**config.mk**
```make
export PLATFORM = sky130hd
export DESIGN_NAME = if_id_fetch_queue
export DESIGN_NICKNAME = d
export VERILOG_FILES = /design/src/rtl/if_id_fetch_queue.sv
export SDC_FILE = /design/constraint.sdc
export NUM_CORES = 1
export LEC_CHECK = 0
export BUFFER_PORTS_ARGS = -buffer_cell sky130_fd_sc_hd__buf_2
export CAP_MARGIN = 20
export CORE_UTILIZATION = 35
export DETAILED_ROUTE_END_ITERATION = 10
export PLACE_DENSITY = 0.66
export SLEW_MARGIN = 20
export SYNTH_ARGS = -nofsm -noshare
export SYNTH_HDL_FRONTEND = slang
export SYNTH_SLANG_ARGS = --single-unit
export TNS_END_PERCENT = 50
```
**constraint.sdc**
```tcl
create_clock -name clk -period 7.6 [get_ports clk]
set_clock_uncertainty 0.05 [all_clocks]
set_input_delay 1.14 -clock clk [delete_from_list [all_inputs] [get_ports clk]]
set_output_delay 1.14 -clock clk [all_outputs]
set_load 0.05 [all_outputs]
```
**src/rtl/if_id_fetch_queue.sv**
```systemverilog
// Fetch-to-decode in-order bundle queue with valid/ready on both sides.
// Define IF_ID_BUBBLE_NOP_EN to present addi x0,x0,0 while empty.
module if_id_fetch_queue #(
  parameter int XLEN  = 32,
  parameter int ILEN  = 32,
  parameter int DEPTH = 2
) (
  input  logic                     clk,
  input  logic                     reset,
  input  logic                     flush,
  input  logic                     in_valid,
  output logic                     in_ready,
  input  logic [ILEN-1:0]          in_instr,
  input  logic [XLEN-1:0]          in_pc,
  output logic                     out_valid,
  input  logic                     out_ready,
  output logic [ILEN-1:0]          out_instr,
  output logic [XLEN-1:0]          out_pc,
  output logic [4:0]               out_rd,
  output logic [4:0]               out_rs1,
  output logic [4:0]               out_rs2,
  output logic [$clog2(DEPTH):0]   count
);

  localparam int AW = $clog2(DEPTH);
  localparam int CW = AW + 1;
  localparam logic [CW-1:0] FULL = CW'(DEPTH);
`ifdef IF_ID_BUBBLE_NOP_EN
  localparam logic [ILEN-1:0] BUBBLE = ILEN'(32'h0000_0013);
`else
  localparam logic [ILEN-1:0] BUBBLE = '0;
`endif

  logic [ILEN-1:0] instr_mem [DEPTH];
  logic [XLEN-1:0] pc_mem    [DEPTH];

  logic [AW-1:0] wr_ptr_q, wr_ptr_d;
  logic [AW-1:0] rd_ptr_q, rd_ptr_d;
  logic [CW-1:0] count_q, count_d;
  logic          push, pop;

  assign in_ready  = (count_q != FULL);
  assign out_valid = (count_q != '0);
  assign push      = in_valid & in_ready;
  assign pop       = out_valid & out_ready;
  assign count     = count_q;

  // Next pointer/occupancy state; flush overrides any handshake.
  always_comb begin
    wr_ptr_d = wr_ptr_q;
    rd_ptr_d = rd_ptr_q;
    count_d  = count_q;
    if (flush) begin
      wr_ptr_d = '0;
      rd_ptr_d = '0;
      count_d  = '0;
    end else begin
      if (push) wr_ptr_d = wr_ptr_q + AW'(1);
      if (pop)  rd_ptr_d = rd_ptr_q + AW'(1);
      unique case ({push, pop})
        2'b10:   count_d = count_q + CW'(1);
        2'b01:   count_d = count_q - CW'(1);
        default: count_d = count_q;
      endcase
    end
  end

  // Control state; reset empties the queue without a clock.
  always_ff @(posedge clk or negedge reset) begin
    if (!reset) begin
      wr_ptr_q <= '0;
      rd_ptr_q <= '0;
      count_q  <= '0;
    end else begin
      wr_ptr_q <= wr_ptr_d;
      rd_ptr_q <= rd_ptr_d;
      count_q  <= count_d;
    end
  end

  // Entry storage; contents survive flush, only occupancy is cleared.
  always_ff @(posedge clk) begin
    if (push && !flush) begin
      instr_mem[wr_ptr_q] <= in_instr;
      pc_mem[wr_ptr_q]    <= in_pc;
    end
  end

  // Head presentation with bubble value while empty.
  always_comb begin
    out_instr = BUBBLE;
    out_pc    = '0;
    if (out_valid) begin
      out_instr = instr_mem[rd_ptr_q];
      out_pc    = pc_mem[rd_ptr_q];
    end
    out_rd  = out_instr[11:7];
    out_rs1 = out_instr[19:15];
    out_rs2 = out_instr[24:20];
  end

endmodule

```
==> impl_metrics.json, run 1 <==
{
  "clockBufferDepth": 2,
  "drive_gt1_share_pct": 39.8,
  "synthMuxAreaShare_pct": 12.5,
  "internal_power_uw": 1370,
  "max_stage_delay_ps": 560,
  "yosys.area_share.simple_pct": 5.98,
  "drtIter0Drc": 158,
  "r2r_start": "count[1]",
  "crit_path_cell_trace": "nor2_4 -> buf_4 -> nor2_1 -> buf_2",
  "yosysSeqAreaShare_pct": 76.7,
  "die_width_um": 123,
  "final_util_pct": 46.5,
  "critPathMaxFanout": 65,
  "ff2ff_path_depth": 5,
  "grt_pass1_wl_mm": 14.5,
  "hold_viol_final": 0,
  "antenna_found_initial": 0,
  "syn_avg_cell_area_um2": 16.5,
  "crit_start": "count[0]",
  "synthAdderAreaFrac_pct": 0,
  "fin_crit_sh_pct": 43.0,
  "swShare_pct": 26.2,
  "ios": 152,
  "total_power_uw": 1860,
  "grtUsageMet2_pct": 22.8,
  "irDropWorstVdd_v": 0.000190,
  "synth_cell_type_count": 22,
  "combPwrFrac_pct": 14.1,
  "power_frac_clock_pct": 40.5,
  "nets": 526,
  "diodes": 0,
  "p_leak_uw": 0.00254,
  "fin_crit_ps": 3270,
  "maxCapViolCount": 0,
  "grt.busiest_layer": "met2",
  "grt_start_max_net_pins": 66,
  "clock-sinks": 132,
  "gp_congestion": 0.696,
  "global_route.usage.met3_pct": 4.70,
  "maxSlewHeadroom_pct": 41.3,
  "required_ps": 6410,
  "setup_viol": 0,
  "overflow": 0,
  "insertion_delay_ps": 400,
  "route.detailed.drc": 0,
  "dpl.hpwl_mm": 5.77,
  "crit_type": "flip-flop to output pin",
  "initial_core_util_pct": 36.5,
  "synth_top_flop_cell": "edfxtp_1",
  "grtUsageMet1_pct": 14.1,
  "die_h_um": 123,
  "ys_ff_latch": 132,
  "p_seq_share_pct": 45.3,
  "cp_num_buf_inv": 2,
  "vias": 2989,
  "final_cell_mix": "buf_2 (151), edfxtp_1 (128), nor2_1 (66)",
  "synthXorXnorAreaFrac_pct": 0.170,
  "cts_buffers": 17,
  "clockRootBuffer": "clkbuf_16",
  "h-tree-depth": 4,
  "cp_num_cells": 4,
  "wl_per_cell_um": 14.7,
  "grt_use_total_pct": 13.2,
  "worst_r2r_endpoint": "instr_mem[1][27]",
  "crit_family": "buffers and inverters",
  "hold_buffers": 0,
  "cp_data_arrival_time_ps": 2080,
  "first_pass_iters": 4,
  "fin_ws_ps": 4330,
  "power_switching_uw": 488,
  "endpoint": "out_pc[15]",
  "setup-tns-final_ps": 0,
  "rows": 43,
  "synthCells": 312,
  "synth-edff-count": 128,
  "outcome": "finished clean",
  "path_clk_slew_ps": 50,
  "ff2ff_setup_slack_ps": 5420,
  "final_common_cell": "buf_2",
  "rsz0062_at_grt": "no",
  "ys.warnings.count": 0,
  "synth_top_family_by_area": "multiplexers",
  "port_buffers": 151,
  "grt_pass1_vias": 3053,
  "cts_resized": 0,
  "wl_mm": 9.55,
  "synthArstFlopShare_pct": 3.03,
  "hold_class": "input port to async pin",
  "synth_fp_nets": 381,
  "fmaxAchievable_mhz": 306,
  "synth.cell_area_um2": 5140,
  "preCtsSetupSlack_ps": 4530,
  "start_kind": "flip-flop",
  "die_area_um2": 15200,
  "core-area_um2": 14100,
  "power_density_nw_per_um2": 284,
  "post-cts-setup-buffer-count": 0,
  "slew_violations": 0,
  "cts_tree": "done",
  "vias_per_cell": 4.60,
  "synth_compound_area_share_pct": 0.754,
  "ant_nets": 0,
  "worst_pin_slew_ps": 881,
  "area_delta_synth_final_pct": 27.4,
  "end_kind": "output pin",
  "crit_path_top_delay_cell": "buf_4"
}
[layer usage]
metal  part of all wire, %  vias up
li1                      -     1422
met1                    42     1451
met2                    50      103
met3                   6.6       13
met4                   1.9        0
met5                     0        -
[cell type report]
| cell class | count | area, um2 |
|---|---|---|
| multi-input combinational | 148 | 1010 |
| clock buffer | 20 | 437 |
| inverter | 3 | 11.3 |
| timing repair buffer | 155 | 806 |
| fill | 1287 | 7540 |
| tap | 180 | 225 |
| sequential | 132 | 3950 |
| clock inverter | 12 | 114 |
[worst register-to-register path: stages (launching register included)]
cell	delay [ps]
dfrtp_1	450
nor2b_1	190
inv_1	90
nand2_1	90
nor3b_2	180
buf_4	680
[worst min path at each step]
stage | startpoint | slack, ps | endpoint
final | reset | 480 | count[1]
after global routing | reset | 460 | count[1]
after CTS | reset | 460 | count[1]
after detailed placement | wr_ptr_q | 550 | wr_ptr_q
after global placement | wr_ptr_q | 520 | wr_ptr_q
after floorplan | wr_ptr_q | 480 | wr_ptr_q
[kinds of logic (layout without fill, tap and decap cells)]
| group | count (synthesis) | in the layout |
|---|---|---|
| flops | 132 | 132 |
| simple gates | 76 | 76 |
| mux | 64 | 64 |
| buf+inv | 32 | 190 |
| compound gates | 7 | 7 |
| xor+xnor | 1 | 1 |
[per-stage QoR]
step                cells  hold slack (ps)  instance area [um2]
global route          650              460                 6550
global placement      617              520                 5980
finish                650              482                 6550
CTS                   649              465                 6530
floorplan             312              479                 5140
detailed placement    617              547                 5980
[synthesized netlist by cell type, types with 2 or more instances]
library cell | number | area [um2]
a21oi_1 | 2 | 10.0
buf_2 | 8 | 40.0
buf_4 | 20 | 150
dfrtp_1 | 4 | 100
edfxtp_1 | 128 | 3840
inv_1 | 2 | 7.51
mux2i_1 | 64 | 641
nand2_1 | 2 | 7.51
nor2_1 | 67 | 251
o21ai_0 | 3 | 15.0
[power by group through the flow]
| stage | logic [uW] | clock network [uW] | registers, uW |
|---|---|---|---|
| 6_report | 263 | 755 | 844 |
| 5_1_grt | 281 | 808 | 846 |
| 4_1_cts | 257 | 775 | 853 |
| 3_5_place_dp | 256 | 0 | 867 |
| 3_3_place_gp | 253 | 0 | 866 |
| 2_1_floorplan | 208 | 0 | 855 |
[flip-flops by register name (all words and copies together), names as in the netlist]
register   flops
rd_ptr_q       1
pc_mem        64
instr_mem     64
wr_ptr_q       1
count          2
Note: power is estimated with default switching activity, not from simulation.
==> run 2: changes to the inputs <==
PLACE_DENSITY = 0.68   (was 0.66)
clock period = 2.85 ns   (was 7.6 ns; I/O delays follow)
==> impl_metrics.json, run 2 (synthesis results as in run 1) <==
{
  "outcome": "finished clean",
  "die_width_um": 123,
  "path_clk_slew_ps": 60,
  "vias": 2965,
  "critPathMaxFanout": 18,
  "wl_mm": 9.54,
  "slew_violations": 0,
  "r2r_start": "count[1]",
  "grt_use_total_pct": 12.9,
  "maxCapViolCount": 0,
  "required_ps": 2370,
  "fmaxAchievable_mhz": 431,
  "clock-sinks": 132,
  "hold_class": "input port to flip-flop",
  "grt_start_max_net_pins": 66,
  "start_kind": "flip-flop",
  "dpl.hpwl_mm": 6.18,
  "crit_path_cell_trace": "buf_4 -> mux2i_1 -> nor2_1 -> buf_2",
  "worst_pin_slew_ps": 516,
  "hold_buffers": 1,
  "maxSlewHeadroom_pct": 65.6,
  "grt_pass1_wl_mm": 14.5,
  "h-tree-depth": 4,
  "drtIter0Drc": 105,
  "rsz0062_at_grt": "no",
  "min_to": "pc_mem[0][13]",
  "fin_ws_ps": 531,
  "fin_area_um2": 6740,
  "area_delta_synth_final_pct": 31.0,
  "fin_crit_sh_pct": 81.4,
  "power_density_nw_per_um2": 795,
  "die_h_um": 123,
  "hold_depth": 1,
  "nets": 529,
  "diodes": 0,
  "ff2ff_path_depth": 5,
  "worst_r2r_endpoint": "pc_mem[0][27]",
  "first_pass_iters": 4,
  "cp_data_arrival_time_ps": 1840,
  "route.detailed.drc": 0,
  "cts_tree": "done",
  "setup_viol": 0,
  "antenna_found_initial": 0,
  "hold_viol_final": 0,
  "gp_congestion": 0.694,
  "postPlaceCellArea_um2": 6070,
  "rows": 43,
  "insertion_delay_ps": 400,
  "ios": 152,
  "overflow": 0,
  "fin_crit_ps": 2320,
  "crit_type": "flip-flop to output pin",
  "final_util_pct": 47.8,
  "post-cts-setup-buffer-count": 0,
  "final_common_cell": "buf_2",
  "wl_per_cell_um": 14.6,
  "nFillCells": 1259,
  "initial_core_util_pct": 36.5,
  "cts_resized": 0,
  "final_cell_mix": "buf_2 (151), edfxtp_1 (128), nor2_1 (66)",
  "irDropWorstVdd_v": 0.000366,
  "stdcell_count": 653,
  "drive_gt1_share_pct": 41.4,
  "port_buffers": 151,
  "p_leak_uw": 0.00261,
  "max_stage_delay_ps": 550,
  "cts_buffers": 17,
  "end_kind": "output pin",
  "dp.cells": 620,
  "vias_per_cell": 4.54,
  "grt_pass1_vias": 3066,
  "preCtsSetupSlack_ps": 918,
  "die_area_um2": 15200,
  "clockRootBuffer": "clkbuf_16",
  "whs_ps": 162,
  "crit_path_top_delay_cell": "dfrtp_4",
  "min-delay-start": "in_pc[13]",
  "ant_nets": 0,
  "core-area_um2": 14100,
  "ff2ff_setup_slack_ps": 1090,
  "clockBufferDepth": 2
}
==> run 2: cell count changes in the layout (fill, tap and decap cells not counted), moves of 2 or more <==
cell       previous run  this run
dfrtp_2               0         2
inv_6                 0         2
dfrtp_1               3         1
buf_12                0         3
clkinv_2              4         0
clkbuf_1              3         0
bufinv_16             2         6
==> run 2: critical path: cells and delay by family (launching register included) <==
| family | cells | cell delay, ps |
|---|---|---|
| buf+inv | 2 | 630 |
| mux | 1 | 120 |
| simple gates | 1 | 130 |
| flops | 1 | 550 |
==> run 2: cell type report <==
cell class,instances,area (um2),share of cell area [%]
clock buffers,17,425,6.31
repair buffers,158,848,12.6
multi-input cells,148,1040,15.4
well taps,180,225,3.34
flip-flops and latches,132,3950,58.6
inverters,3,16.3,0.241
clock inverters,15,235,3.49
==> run 2: how the worst max path moves through the flow <==
stage	from	endpoint	slack (ps)
after CTS	rd_ptr_q	out_instr[31]	480
after global placement	rd_ptr_q	out_instr[31]	940
after detailed placement	rd_ptr_q	out_instr[31]	920
after global routing	rd_ptr_q	out_rd[0]	390
final	rd_ptr_q	out_instr[7]	530
after floorplan	count[1]	instr_mem[1][0]	-210
==> run 2: per-layer routing <==
| metal | vias to the layer above | share of wire (%) | GRT usage [%] |
|---|---|---|---|
| met1 | 1420 | 40 | 14.2 |
| met4 | 0 | 1.5 | 5.42 |
| met5 | - | 0 | 0 |
| li1 | 1432 | - | - |
| met3 | 12 | 7.0 | 4.94 |
| met2 | 101 | 51 | 22.4 |
==> run 2: stage by stage <==
step,total power (uW),setup TNS (ps)
2_1_floorplan,2830,-17600
3_3_place_gp,3000,0
3_5_place_dp,3010,0
4_1_cts,5430,0
5_1_grt,5550,0
6_report,5360,0
==> run 2: power breakdown <==
group          internal, uW  switching (uW)
sequential             2210            28.1
clock                  1630             771
combinational           191             530
total                  4030            1330
==> run 3: changes to the inputs <==
clock period = 1.9 ns   (was 2.85 ns; I/O delays follow)
==> impl_metrics.json, run 3 (synthesis results as in run 1) <==
{
  "outcome": "finished, violations left",
  "violations": "negative setup slack",
  "grt_use_total_pct": 15.6,
  "worst_r2r_endpoint": "pc_mem[1][20]",
  "initial_core_util_pct": 36.5,
  "overflow": 0,
  "combPwrFrac_pct": 17.4,
  "clock-sinks": 132,
  "cp_data_arrival_time_ps": 1640,
  "fmaxAchievable_mhz": 506,
  "crit_start": "rd_ptr_q",
  "ff2ff_path_depth": 6,
  "final_cell_mix": "edfxtp_1 (128), buf_2 (72), buf_6 (69)",
  "ff2ff_setup_slack_ps": 130,
  "first_pass_iters": 4,
  "critPathMaxFanout": 23,
  "grt_pass1_wl_mm": 16.7,
  "hold_viol_final": 0,
  "die_area_um2": 15200,
  "whs_ps": 20.4,
  "worst_pin_slew_ps": 277,
  "required_ps": 1560,
  "multi_input_area_um2": 1070,
  "irDropWorstVdd_v": 0.000716,
  "rows": 43,
  "fin_crit_sh_pct": 104,
  "end_kind": "output pin",
  "final_common_cell": "edfxtp_1",
  "grt_start_max_net_pins": 43,
  "p_leak_uw": 0.00285,
  "rsz0062_at_grt": "yes",
  "power_density_nw_per_um2": 1080,
  "crit_type": "flip-flop to output pin",
  "final_util_pct": 53.7,
  "vias_per_cell": 4.59,
  "start_kind": "flip-flop",
  "fin_ws_ps": -77.3,
  "drtIter0Drc": 106,
  "p_seq_share_pct": 40.9,
  "ant_nets": 0,
  "clockBufferDepth": 2,
  "wl_mm": 11.2,
  "power_frac_clock_pct": 41.7,
  "die_h_um": 123,
  "core-area_um2": 14100,
  "postPlaceCellArea_um2": 6100,
  "hold_class": "input port to flip-flop",
  "path_clk_slew_ps": 50,
  "vias": 3138,
  "power_switching_uw": 2050,
  "area_delta_synth_final_pct": 47.2,
  "endpoint": "out_rs1[2]",
  "fin_crit_ps": 1980,
  "clockRootBuffer": "clkbuf_16",
  "maxCapViolCount": 0,
  "h-tree-depth": 4,
  "port_buffers": 151,
  "setup_viol": 58,
  "insertion_delay_ps": 400,
  "nFillCells": 1147,
  "grt_pass1_vias": 3170,
  "drive_gt1_share_pct": 43.2,
  "route.detailed.drc": 0,
  "preCtsSetupSlack_ps": 167,
  "ios": 152,
  "cts_tree": "done",
  "internal_power_uw": 6140,
  "nets": 558,
  "r2r_start": "count[1]",
  "dpl.hpwl_mm": 6.19,
  "swShare_pct": 25.0,
  "slew_violations": 0,
  "cts_buffers": 17,
  "regArea_um2": 3950,
  "total_power_uw": 8180,
  "min-delay-start": "in_pc[21]",
  "die_width_um": 123,
  "fin_area_um2": 7570,
  "gp_congestion": 0.735,
  "antenna_found_initial": 1,
  "maxSlewHeadroom_pct": 81.0,
  "wl_per_cell_um": 16.4
}
[run 3: repair_timing]
action	4_1_cts	5_1_grt
buffers inserted	4	0
gates resized for setup	153	15
cloned	3	0
endpoints found under the setup margin	80	80
hold buffers	18	3
endpoints found under the hold margin	35	6
pin swaps	3	2
[run 3: layout make-up]
cell class	instances	share of cell area, %
Sequential cell	132	52.1
Timing Repair Buffer	187	22.2
Multi-Input combinational cell	148	14.1
Clock buffer	23	6.31
Tap cell	180	2.97
Clock inverter	9	2.00
Inverter	3	0.215
Antenna cell	1	0.0330
[run 3: power groups by stage]
| stage | sequential (uW) | clock (uW) | combinational [uW] |
|---|---|---|---|
| floorplan | 3410 | 0 | 837 |
| global placement | 3400 | 0 | 1100 |
| detailed placement | 3410 | 0 | 1110 |
| CTS | 3350 | 3480 | 1410 |
| global route | 3360 | 3610 | 1500 |
| finish | 3350 | 3410 | 1430 |
[run 3: worst min-delay path by stage]
| stage | slack [ps] | endpoint | cells past startpoint |
|---|---|---|---|
| global route | 0.09 | pc_mem[1][21] | 1 |
| finish | 20 | pc_mem[1][21] | 1 |
| global placement | 50 | wr_ptr_q | 1 |
| CTS | 1 | instr_mem[0][15] | 1 |
| floorplan | -60 | count[0] | 0 |
| detailed placement | 60 | wr_ptr_q | 1 |
[run 3: critical path, cell delays in order, from the launching register on]
cell and delay [ps]:
dfrtp_4 520, buf_12 190, mux2i_1 140, nor2_2 200, buf_6 190
[run 3: per-layer routing]
layer	track usage (%)	share of wire, %	vias up
li1	-	-	1495
met1	18.2	41	1520
met2	25.9	52	108
met3	5.77	6.0	15
met4	6.17	1.7	0
met5	0	0	-
[run 3: through the flow]
step | setup TNS [ps] | instances
finish | -1590 | 683
global route | -8020 | 682
CTS | -3750 | 679
detailed placement | 0 | 622
global placement | 0 | 622
floorplan | -152100 | 312
